`config.mk`:
```
export PLATFORM = sky130hd
export DESIGN_NAME = forward_hazard_ctrl
export DESIGN_NICKNAME = d
export VERILOG_FILES = /design/src/rtl/forward_hazard_ctrl.sv
export SDC_FILE = /design/constraint.sdc
export NUM_CORES = 1
export LEC_CHECK = 0
export ABC_AREA = 1
export BUFFER_PORTS_ARGS = -buffer_cell sky130_fd_sc_hd__buf_2
export CAP_MARGIN = 5
export CORE_UTILIZATION = 30
export DETAILED_ROUTE_END_ITERATION = 7
export PLACE_DENSITY_LB_ADDON = 0.12
export SLEW_MARGIN = 5
export SYNTH_ARGS = -nofsm -noshare
export SYNTH_HDL_FRONTEND = slang
export SYNTH_SLANG_ARGS = --single-unit
```
`constraint.sdc`:
```
create_clock -name clk_i -period 2.91 [get_ports clk_i]
set_clock_uncertainty 0.1 [all_clocks]
set_input_delay 0 -clock clk_i [delete_from_list [all_inputs] [get_ports clk_i]]
set_output_delay 0 -clock clk_i [all_outputs]
set_load 0.01 [all_outputs]
```
`src/rtl/forward_hazard_ctrl.sv`:
```
// forward_hazard_ctrl: data-hazard control for a 5-stage in-order pipeline.
// Tracks shadow copies of the EX, MEM and WB stages, selects EX operand
// forwarding sources and detects load-use hazards that need a stall.
//
// Ports:
//   clk_i, rst_i        clock, asynchronous active-low reset
//   id_*_i              ID-stage instruction fields (valid, rs1, rs2, rd,
//                       regwrite, memread)
//   flush_i             kill the ID-stage instruction (taken branch)
//   hold_i              freeze all shadow stages and the stall counter
//   fwd_a_o, fwd_b_o    operand select: 10 = EX/MEM, 01 = MEM/WB, 00 = regfile
//   stall_o             hold PC and IF/ID this cycle (combinational)
//   bubble_o            write a NOP into ID/EX this cycle (combinational)
//   stall_cnt_o         saturating count of load-use stall cycles
module forward_hazard_ctrl #(
    parameter int unsigned REG_AW = 5,
    parameter int unsigned CNT_W  = 16
) (
    input  logic              clk_i,
    input  logic              rst_i,
    input  logic              id_valid_i,
    input  logic [REG_AW-1:0] id_rs1_i,
    input  logic [REG_AW-1:0] id_rs2_i,
    input  logic [REG_AW-1:0] id_rd_i,
    input  logic              id_regwrite_i,
    input  logic              id_memread_i,
    input  logic              flush_i,
    input  logic              hold_i,
    output logic [1:0]        fwd_a_o,
    output logic [1:0]        fwd_b_o,
    output logic              stall_o,
    output logic              bubble_o,
    output logic [CNT_W-1:0]  stall_cnt_o
);

    localparam logic [1:0] FWD_RF  = 2'b00;
    localparam logic [1:0] FWD_WB  = 2'b01;
    localparam logic [1:0] FWD_MEM = 2'b10;

    // EX shadow stage
    logic              ex_valid_q,    ex_valid_d;
    logic [REG_AW-1:0] ex_rs1_q,      ex_rs1_d;
    logic [REG_AW-1:0] ex_rs2_q,      ex_rs2_d;
    logic [REG_AW-1:0] ex_rd_q,       ex_rd_d;
    logic              ex_regwrite_q, ex_regwrite_d;
    logic              ex_memread_q,  ex_memread_d;
    // MEM shadow stage
    logic              mem_valid_q,    mem_valid_d;
    logic [REG_AW-1:0] mem_rd_q,       mem_rd_d;
    logic              mem_regwrite_q, mem_regwrite_d;
    // WB shadow stage
    logic              wb_valid_q,    wb_valid_d;
    logic [REG_AW-1:0] wb_rd_q,       wb_rd_d;
    logic              wb_regwrite_q, wb_regwrite_d;
    // stall counter
    logic [CNT_W-1:0]  stall_cnt_q,   stall_cnt_d;

    logic mem_writes_rs1, mem_writes_rs2;
    logic wb_writes_rs1,  wb_writes_rs2;
    logic ex_load_rd_nz;
    logic load_use;

    // A stage writes register r only if it is live, writes, and r is not x0
    always_comb begin
        mem_writes_rs1 = mem_valid_q & mem_regwrite_q & (mem_rd_q != '0) & (mem_rd_q == ex_rs1_q);
        mem_writes_rs2 = mem_valid_q & mem_regwrite_q & (mem_rd_q != '0) & (mem_rd_q == ex_rs2_q);
        wb_writes_rs1  = wb_valid_q  & wb_regwrite_q  & (wb_rd_q  != '0) & (wb_rd_q  == ex_rs1_q);
        wb_writes_rs2  = wb_valid_q  & wb_regwrite_q  & (wb_rd_q  != '0) & (wb_rd_q  == ex_rs2_q);
    end

    // Forward select: MEM is the younger producer and wins over WB
    always_comb begin
        fwd_a_o = FWD_RF;
        fwd_b_o = FWD_RF;
        if (ex_valid_q) begin
            if (mem_writes_rs1) begin
                fwd_a_o = FWD_MEM;
            end else if (wb_writes_rs1) begin
                fwd_a_o = FWD_WB;
            end
            if (mem_writes_rs2) begin
                fwd_b_o = FWD_MEM;
            end else if (wb_writes_rs2) begin
                fwd_b_o = FWD_WB;
            end
        end
    end

    // Load-use hazard; flush kills the consumer so no stall is needed.
    // Reset gating keeps stall/bubble low even if flush_i is driven in reset.
    always_comb begin
        ex_load_rd_nz = ex_valid_q & ex_memread_q & ex_regwrite_q & (ex_rd_q != '0);
        load_use      = id_valid_i & ex_load_rd_nz &
                        ((ex_rd_q == id_rs1_i) | (ex_rd_q == id_rs2_i));
        stall_o       = load_use & ~flush_i & rst_i;
        bubble_o      = (stall_o | flush_i) & rst_i;
    end

    // Next-state: shift stages unless held; a bubble loads an all-zero EX
    always_comb begin
        ex_valid_d     = ex_valid_q;
        ex_rs1_d       = ex_rs1_q;
        ex_rs2_d       = ex_rs2_q;
        ex_rd_d        = ex_rd_q;
        ex_regwrite_d  = ex_regwrite_q;
        ex_memread_d   = ex_memread_q;
        mem_valid_d    = mem_valid_q;
        mem_rd_d       = mem_rd_q;
        mem_regwrite_d = mem_regwrite_q;
        wb_valid_d     = wb_valid_q;
        wb_rd_d        = wb_rd_q;
        wb_regwrite_d  = wb_regwrite_q;
        stall_cnt_d    = stall_cnt_q;
        if (!hold_i) begin
            wb_valid_d     = mem_valid_q;
            wb_rd_d        = mem_rd_q;
            wb_regwrite_d  = mem_regwrite_q;
            mem_valid_d    = ex_valid_q;
            mem_rd_d       = ex_rd_q;
            mem_regwrite_d = ex_regwrite_q;
            if (bubble_o) begin
                ex_valid_d    = 1'b0;
                ex_rs1_d      = '0;
                ex_rs2_d      = '0;
                ex_rd_d       = '0;
                ex_regwrite_d = 1'b0;
                ex_memread_d  = 1'b0;
            end else begin
                ex_valid_d    = id_valid_i;
                ex_rs1_d      = id_rs1_i;
                ex_rs2_d      = id_rs2_i;
                ex_rd_d       = id_rd_i;
                ex_regwrite_d = id_regwrite_i;
                ex_memread_d  = id_memread_i;
            end
            // saturate at all-ones
            if (stall_o && (stall_cnt_q != '1)) begin
                stall_cnt_d = stall_cnt_q + CNT_W'(1);
            end
        end
    end

    // State registers
    always_ff @(posedge clk_i or negedge rst_i) begin
        if (!rst_i) begin
            ex_valid_q     <= 1'b0;
            ex_rs1_q       <= '0;
            ex_rs2_q       <= '0;
            ex_rd_q        <= '0;
            ex_regwrite_q  <= 1'b0;
            ex_memread_q   <= 1'b0;
            mem_valid_q    <= 1'b0;
            mem_rd_q       <= '0;
            mem_regwrite_q <= 1'b0;
            wb_valid_q     <= 1'b0;
            wb_rd_q        <= '0;
            wb_regwrite_q  <= 1'b0;
            stall_cnt_q    <= '0;
        end else begin
            ex_valid_q     <= ex_valid_d;
            ex_rs1_q       <= ex_rs1_d;
            ex_rs2_q       <= ex_rs2_d;
            ex_rd_q        <= ex_rd_d;
            ex_regwrite_q  <= ex_regwrite_d;
            ex_memread_q   <= ex_memread_d;
            mem_valid_q    <= mem_valid_d;
            mem_rd_q       <= mem_rd_d;
            mem_regwrite_q <= mem_regwrite_d;
            wb_valid_q     <= wb_valid_d;
            wb_rd_q        <= wb_rd_d;
            wb_regwrite_q  <= wb_regwrite_d;
            stall_cnt_q    <= stall_cnt_d;
        end
    end

    assign stall_cnt_o = stall_cnt_q;

endmodule

```
==> results of run 1 <==
==> kinds of logic after synthesis <==
group | Yosys count | synth area share [%]
and+or+nand+nor | 236 | 35.8
DFF | 48 | 42.2
adders and majority gates | 1 | 0.440
AOI/OAI and AO/OA | 16 | 3.30
buffers and inverters | 53 | 8.05
xor gates and xnor gates | 28 | 8.62
muxes | 4 | 1.58
==> layout make-up <==
cell class	count	area [µm²]	share of cell area, %
flip-flops and latches	48	1200	35.1
clock inverters	1	8.76	0.256
multi-input cells	285	1420	41.3
repair buffers	64	423	12.4
well taps	111	139	4.06
inverters	42	160	4.68
clock buffers	7	76.3	2.23
==> layer usage <==
metal | wire (µm) | GRT usage (%) | part of all wire, %
met5 | 0 | 0 | 0
met4 | 99 | 4.41 | 1.5
met3 | 205 | 2.39 | 3.1
met2 | 2970 | 23.5 | 44
met1 | 3400 | 20.6 | 51
==> worst max-delay path, delay by kind of cell, from the launching register on <==
family | cells | cell delay [ns]
flops | 1 | 0.44
simple gates | 6 | 0.92
buf+inv | 3 | 0.27
==> final timing paths <==
kind | startpoint | end | slack [ns]
worst max-delay path | ex_rd_q[3]$_DFFE_PN0N_ | bubble_o | 0.87
worst min-delay path | flush_i | ex_rd_q[0]$_DFFE_PN0N_ | 0.22
worst max register to register | stall_cnt_o[0]$_DFFE_PN0P_ | stall_cnt_o[11]$_DFFE_PN0P_ | 0.90
worst min register to register | ex_memread_q$_DFFE_PN0N_ | ex_memread_q$_DFFE_PN0N_ | 0.38
max in group asynchronous | rst_i | ex_rs2_q[4]$_DFFE_PN0N_ | 1.81
min in group asynchronous | rst_i | ex_rs1_q[0]$_DFFE_PN0N_ | 0.35
==> repair_timing <==
item                      4_1_cts  5_1_grt
hold buffers                   20        0
hold endpoints to repair       66        0
gates resized for setup         0        0
==> sequential cells by signal, indices dropped and copies added (netlist names) <==
signal,count
stall_cnt_o,16
ex_rd_q,5
ex_rs1_q,5
ex_rs2_q,5
mem_rd_q,5
wb_rd_q,5
ex_memread_q,1
ex_regwrite_q,1
ex_valid_q,1
mem_regwrite_q,1
mem_valid_q,1
wb_regwrite_q,1
wb_valid_q,1
==> report_power, final <==
group | internal, W | switching [W]
clock | 0.000172 | 0.000231
sequential | 0.000715 | 0.0000567
combinational | 0.000110 | 0.000133
total | 0.000997 | 0.000421
==> stage by stage <==
stage	hold slack (ns)	instances	instance area, µm²	power (W)
finish	0.219	558	3420	0.00142
global route	0.313	558	3420	0.00152
global placement	-0.215	530	3140	0.00101
floorplan	-0.396	386	2850	0.000931
CTS	0.216	558	3420	0.00145
detailed placement	-0.212	530	3140	0.00101
==> layout by cell type (no fill, tap or decap), types with 2 or more instances in the layout <==
cell	count
clkbuf_8	5
nor2_1	37
nor2_4	2
inv_2	6
or2_2	3
dlygate4sd3_1	20
a21oi_1	4
o21ai_0	9
clkbuf_1	2
o22ai_1	2
nand4_1	3
buf_2	43
nand3b_1	2
nor3_1	9
nand2_2	2
nand2_1	142
nand3_1	31
xor2_1	16
mux2_2	4
dfrtp_1	48
inv_1	35
xnor2_1	12
==> metrics.csv, run 1 <==
metric,value,unit
status,completed,
layout cells sized above 1,16.3,%
clock sinks,48,
delay of the slowest critical-path stage,0.44,ns
root cell of the clock tree,clkbuf_8,
total congestion overflow,0,
maximum number of pins on one net before global-route repair,62,
"Max FO, Critical Path",19,
nets,469,
clock tree buffer depth,2,
"Seq/Total Area, Yosys",42.2,%
Die Ht,99.4,µm
Final HPWL DP,4690,µm
most common cell in the synthesized netlist,nand2_1,
crit-path cells,inv_2 -> nand3_1 -> nor3_1 -> nor2_1 -> nand2_1 -> nand2_1 -> nand2_2 -> inv_2 -> buf_2,
Synth async-reset ratio,100,%
"Top FF cell, synth",dfrtp_1,
first-pass GRT wire length,11500,µm
fill count,993,
GRT Total Usage,14.7,%
vias in the first global route,2339,
most frequent cells after synthesis,"nand2_1, dfrtp_1, nor2_1",
Place WS,0.894,ns
Min-Delay Path Class,input port to flop,
power density cells,414,mW/mm²
Netlist cell types,32,
initial antenna violation count,0,
Setup Viol. Count Final,0,
Post-Syn Area,0.00285,mm²
synth top area cells,"dfrtp_1, nand2_1, nand3_1, xor2_1, nor2_1",
Worst-path clk slew,0.09,ns
diodes inserted,0,
Die Wd,99.4,µm
critical path's slowest cell,dfrtp_1,
initial core utilization,30.9,%
yosys warns,0,
Vias/cell,4.37,
f_max,491,MHz
Synth area leader,dfrtp_1,
IO Count,44,
critical path data arrival time,1.94,ns
buffers added on ports,43,
Final period util,70.0,%
DRC,0,
Final TNS setup,0,ns
htree depth,2,
Final Max Slew Viols,0,
Via Count,2436,
synthesized area per cell,7.37,µm²
Final ANT Viol Nets,0,
kind of critical path,flop to output pin,
Synth-to-Final Area Change,20.3,%
CP Launch Type,flop,
Final min period,2.04,ns
setup ws final,0.874,ns
Critical Path RT,2.81,ns
Yosys reg bits,48,
final hold violation count,0,
Yosys top cell area share,42.2,%
Worst-Margin Slew,1.08,ns
Post-Route Utilization,37.2,%
Die Area,0.00988,mm²
"Clk Latency, worst-skew pair",0.30,ns
row count,35,
Routed WL,6670,µm
P_leak,1.82,nW
Post-Syn Instances,386,
Post-CTS Setup Bufs,0,
Inserted Clock Buffers,5,
DRT Pass-1 Iters,4,
CTS tree,yes,
r2r worst-path depth,9,
1st-iter DRT viols,152,
crit end category,output pin,
Core Box Area,0.00920,mm²
Rel. slew slack,27.9,%
syn nets,409,
mean routed wirelength per cell,12.0,µm
max-cap viol count,0,
Peak VDD IR,0.000175,V
Post-synth EDFFs,0,
cell count of the worst hold path,6,
routability-driven placement congestion ratio,0.774,
RSZ-0062 raised after global routing,no,
No activity file was read; power rests on OpenSTA's default activity.
==> run 2, diff against run 1 <==
Clock period 2.91 ns to 1.8 ns, I/O delays scaled along.
==> metrics.csv, run 2 (synthesis results as in run 1) <==
metric,value,unit,change
r2r worst-path depth,8,,-1
clock sinks,48,,unchanged
Via Count,2567,,+5.4%
Crit path depth,9,,unchanged
fill count,985,,-0.81%
status,completed,,
"commonest non-fill, non-tap cells in the layout","nand2_1, dfrtp_1, buf_2",,
sw power,0.000688,W,+63%
routability-driven placement congestion ratio,0.846,,+9.2%
"Clk Latency, worst-skew pair",0.30,ns,about the same
cell count of the worst hold path,7,,+1
kind of critical path,flop to output pin,,
maximum number of pins on one net before global-route repair,49,,-21%
Final ANT Viol Nets,0,,unchanged
Core Box Area,0.00920,mm²,unchanged
GRT Total Usage,15.1,%,+0.34 points
Final min period,1.68,ns,
row count,35,,unchanged
diodes inserted,0,,unchanged
CP Launch Type,flop,,
crit path buf inv count,3,,unchanged
crit-path cells,inv_2 -> nand3_2 -> nor3_2 -> nor2_1 -> nand2_2 -> nand2_2 -> nand2_4 -> inv_2 -> buf_6,,
Tot Pwr,0.00245,W,+73%
area of the multi-input gates,0.00146,mm²,+2.8%
Sw Share,28.1,%,-1.6 points
max-cap viol count,0,,unchanged
Routed WL,6910,µm,+3.6%
Peak VDD IR,0.000345,V,+97%
delay of the slowest critical-path stage,0.43,ns,about the same
Worst-path clk slew,0.09,ns,about the same
Die Ht,99.4,µm,unchanged
buffers added on ports,43,,unchanged
Min-Delay Path Class,input port to flop,,
P_leak,1.93,nW,+5.7%
Worst-Margin Slew,0.623,ns,-0.458 ns
Largest register FFs,16,,unchanged
Inserted Clock Buffers,5,,unchanged
finished layout cell area,0.00363,mm²,+6.1%
mean routed wirelength per cell,12.0,µm,+0.72%
CTS tree,yes,,
"Max FO, Critical Path",4,,-15
Die Area,0.00988,mm²,unchanged
IO Count,44,,unchanged
RSZ-0062 raised after global routing,yes,,
power density cells,675,mW/mm²,+63%
clock tree buffer depth,2,,unchanged
Rel. slew slack,58.5,%,+31 points
clock group share of total power,31.1,%,+2.6 points
nets,487,,+3.8%
final hold violation count,0,,unchanged
Top Family by Delay on Critical Path,simple AND/OR/NAND/NOR gates,,
critical path data arrival time,1.58,ns,-0.36 ns
DRT Pass-1 Iters,6,,+2
total congestion overflow,0,,unchanged
layout cells sized above 1,22.7,%,+6.3 points
Setup Viol. Count Final,0,,unchanged
Register Area,0.00121,mm²,+0.42%
Combinational Power Share,17.9,%,+0.8 points
DRC,0,,unchanged
Final HPWL DP,4980,µm,+6.3%
Critical Path RT,1.70,ns,-1.11 ns
initial core utilization,30.9,%,unchanged
Vias/cell,4.47,,+2.4%
"Cell Area, Placed",0.00321,mm²,+2.2%
"commonest non-fill, non-tap cell in the layout",nand2_1,,
root cell of the clock tree,clkbuf_8,,
Final period util,93.4,%,
htree depth,2,,unchanged
f_max,595,MHz,
share of power burned in registers,51.0,%,-3.4 points
crit end category,output pin,,
first-pass GRT wire length,11800,µm,+2.2%
Final Max Slew Viols,0,,unchanged
critical path's slowest cell,dfrtp_1,,
Die Wd,99.4,µm,unchanged
initial antenna violation count,0,,unchanged
Synth-to-Final Area Change,27.7,%,
1st-iter DRT viols,91,,-40%
Int Power,0.00176,W,+77%
vias in the first global route,2405,,+2.8%
hold slack,0.148,ns,-0.0709 ns
## run 2: area by class of cell
type	instances	area share [%]
clock buffer	5	1.89
inverter	42	4.48
multi-input combinational	285	40.0
clock inverter	1	0.826
tap	111	3.82
timing repair buffer	82	15.7
sequential	48	33.2
## run 2: power groups by stage
stage	Sequential [W]	Combinational, W	Clock [W]
2_1_floorplan	0.00124	0.000263	0
3_3_place_gp	0.00127	0.000368	0
3_5_place_dp	0.00127	0.000375	0
4_1_cts	0.00125	0.000414	0.000789
5_1_grt	0.00126	0.000502	0.000839
6_report	0.00125	0.000439	0.000763
## run 2: metrics by stage
stage                     setup slack [ns]  utilization, %  cells  TNS [ns]
after floorplan                     0.0225               -    386         0
after detailed placement          -0.00593            34.9    539  -0.00869
after global placement             -0.0121            34.9    539   -0.0184
after CTS                          0.00642            38.5    568         0
after global routing              -0.00182            39.5    574  -0.00273
final                                0.119            39.5    574         0
## run 2: worst paths after layout
check	from	to	slack, ns
hold / removal	flush_i	ex_rd_q[3]$_DFFE_PN0N_	0.15
max in group asynchronous	rst_i	ex_rd_q[0]$_DFFE_PN0N_	0.78
setup reg to reg	stall_cnt_o[9]$_DFFE_PN0P_	stall_cnt_o[15]$_DFFE_PN0P_	0.12
min in group asynchronous	rst_i	ex_rs2_q[4]$_DFFE_PN0N_	0.37
hold reg to reg	ex_memread_q$_DFFE_PN0N_	ex_memread_q$_DFFE_PN0N_	0.39
setup / recovery	ex_rd_q[3]$_DFFE_PN0N_	bubble_o	0.12
## run 2: routing by layer
| metal | share of wire [%] | global-route usage (%) | vias up |
|---|---|---|---|
| met5 | 0 | 0 | - |
| met4 | 1.0 | 3.73 | 0 |
| met3 | 2.7 | 2.88 | 6 |
| met2 | 45 | 23.5 | 43 |
| met1 | 52 | 21.4 | 1167 |
| li1 | - | - | 1351 |
## run 2: tightest hold or removal path, cell delays in order
cell	delay (ns)
buf_2	0.09
inv_1	0.04
nand2_2	0.06
nand2_4	0.06
buf_6	0.16
nand2_1	0.06
nand2_1	0.04
## run 2: timing repair
item	in CTS	in global routing
hold buffers	20	0
gates resized for setup	5	14
pin swaps	1	12
setup buffers	3	6
endpoints found under the hold margin	68	0
setup endpoints to repair	9	33
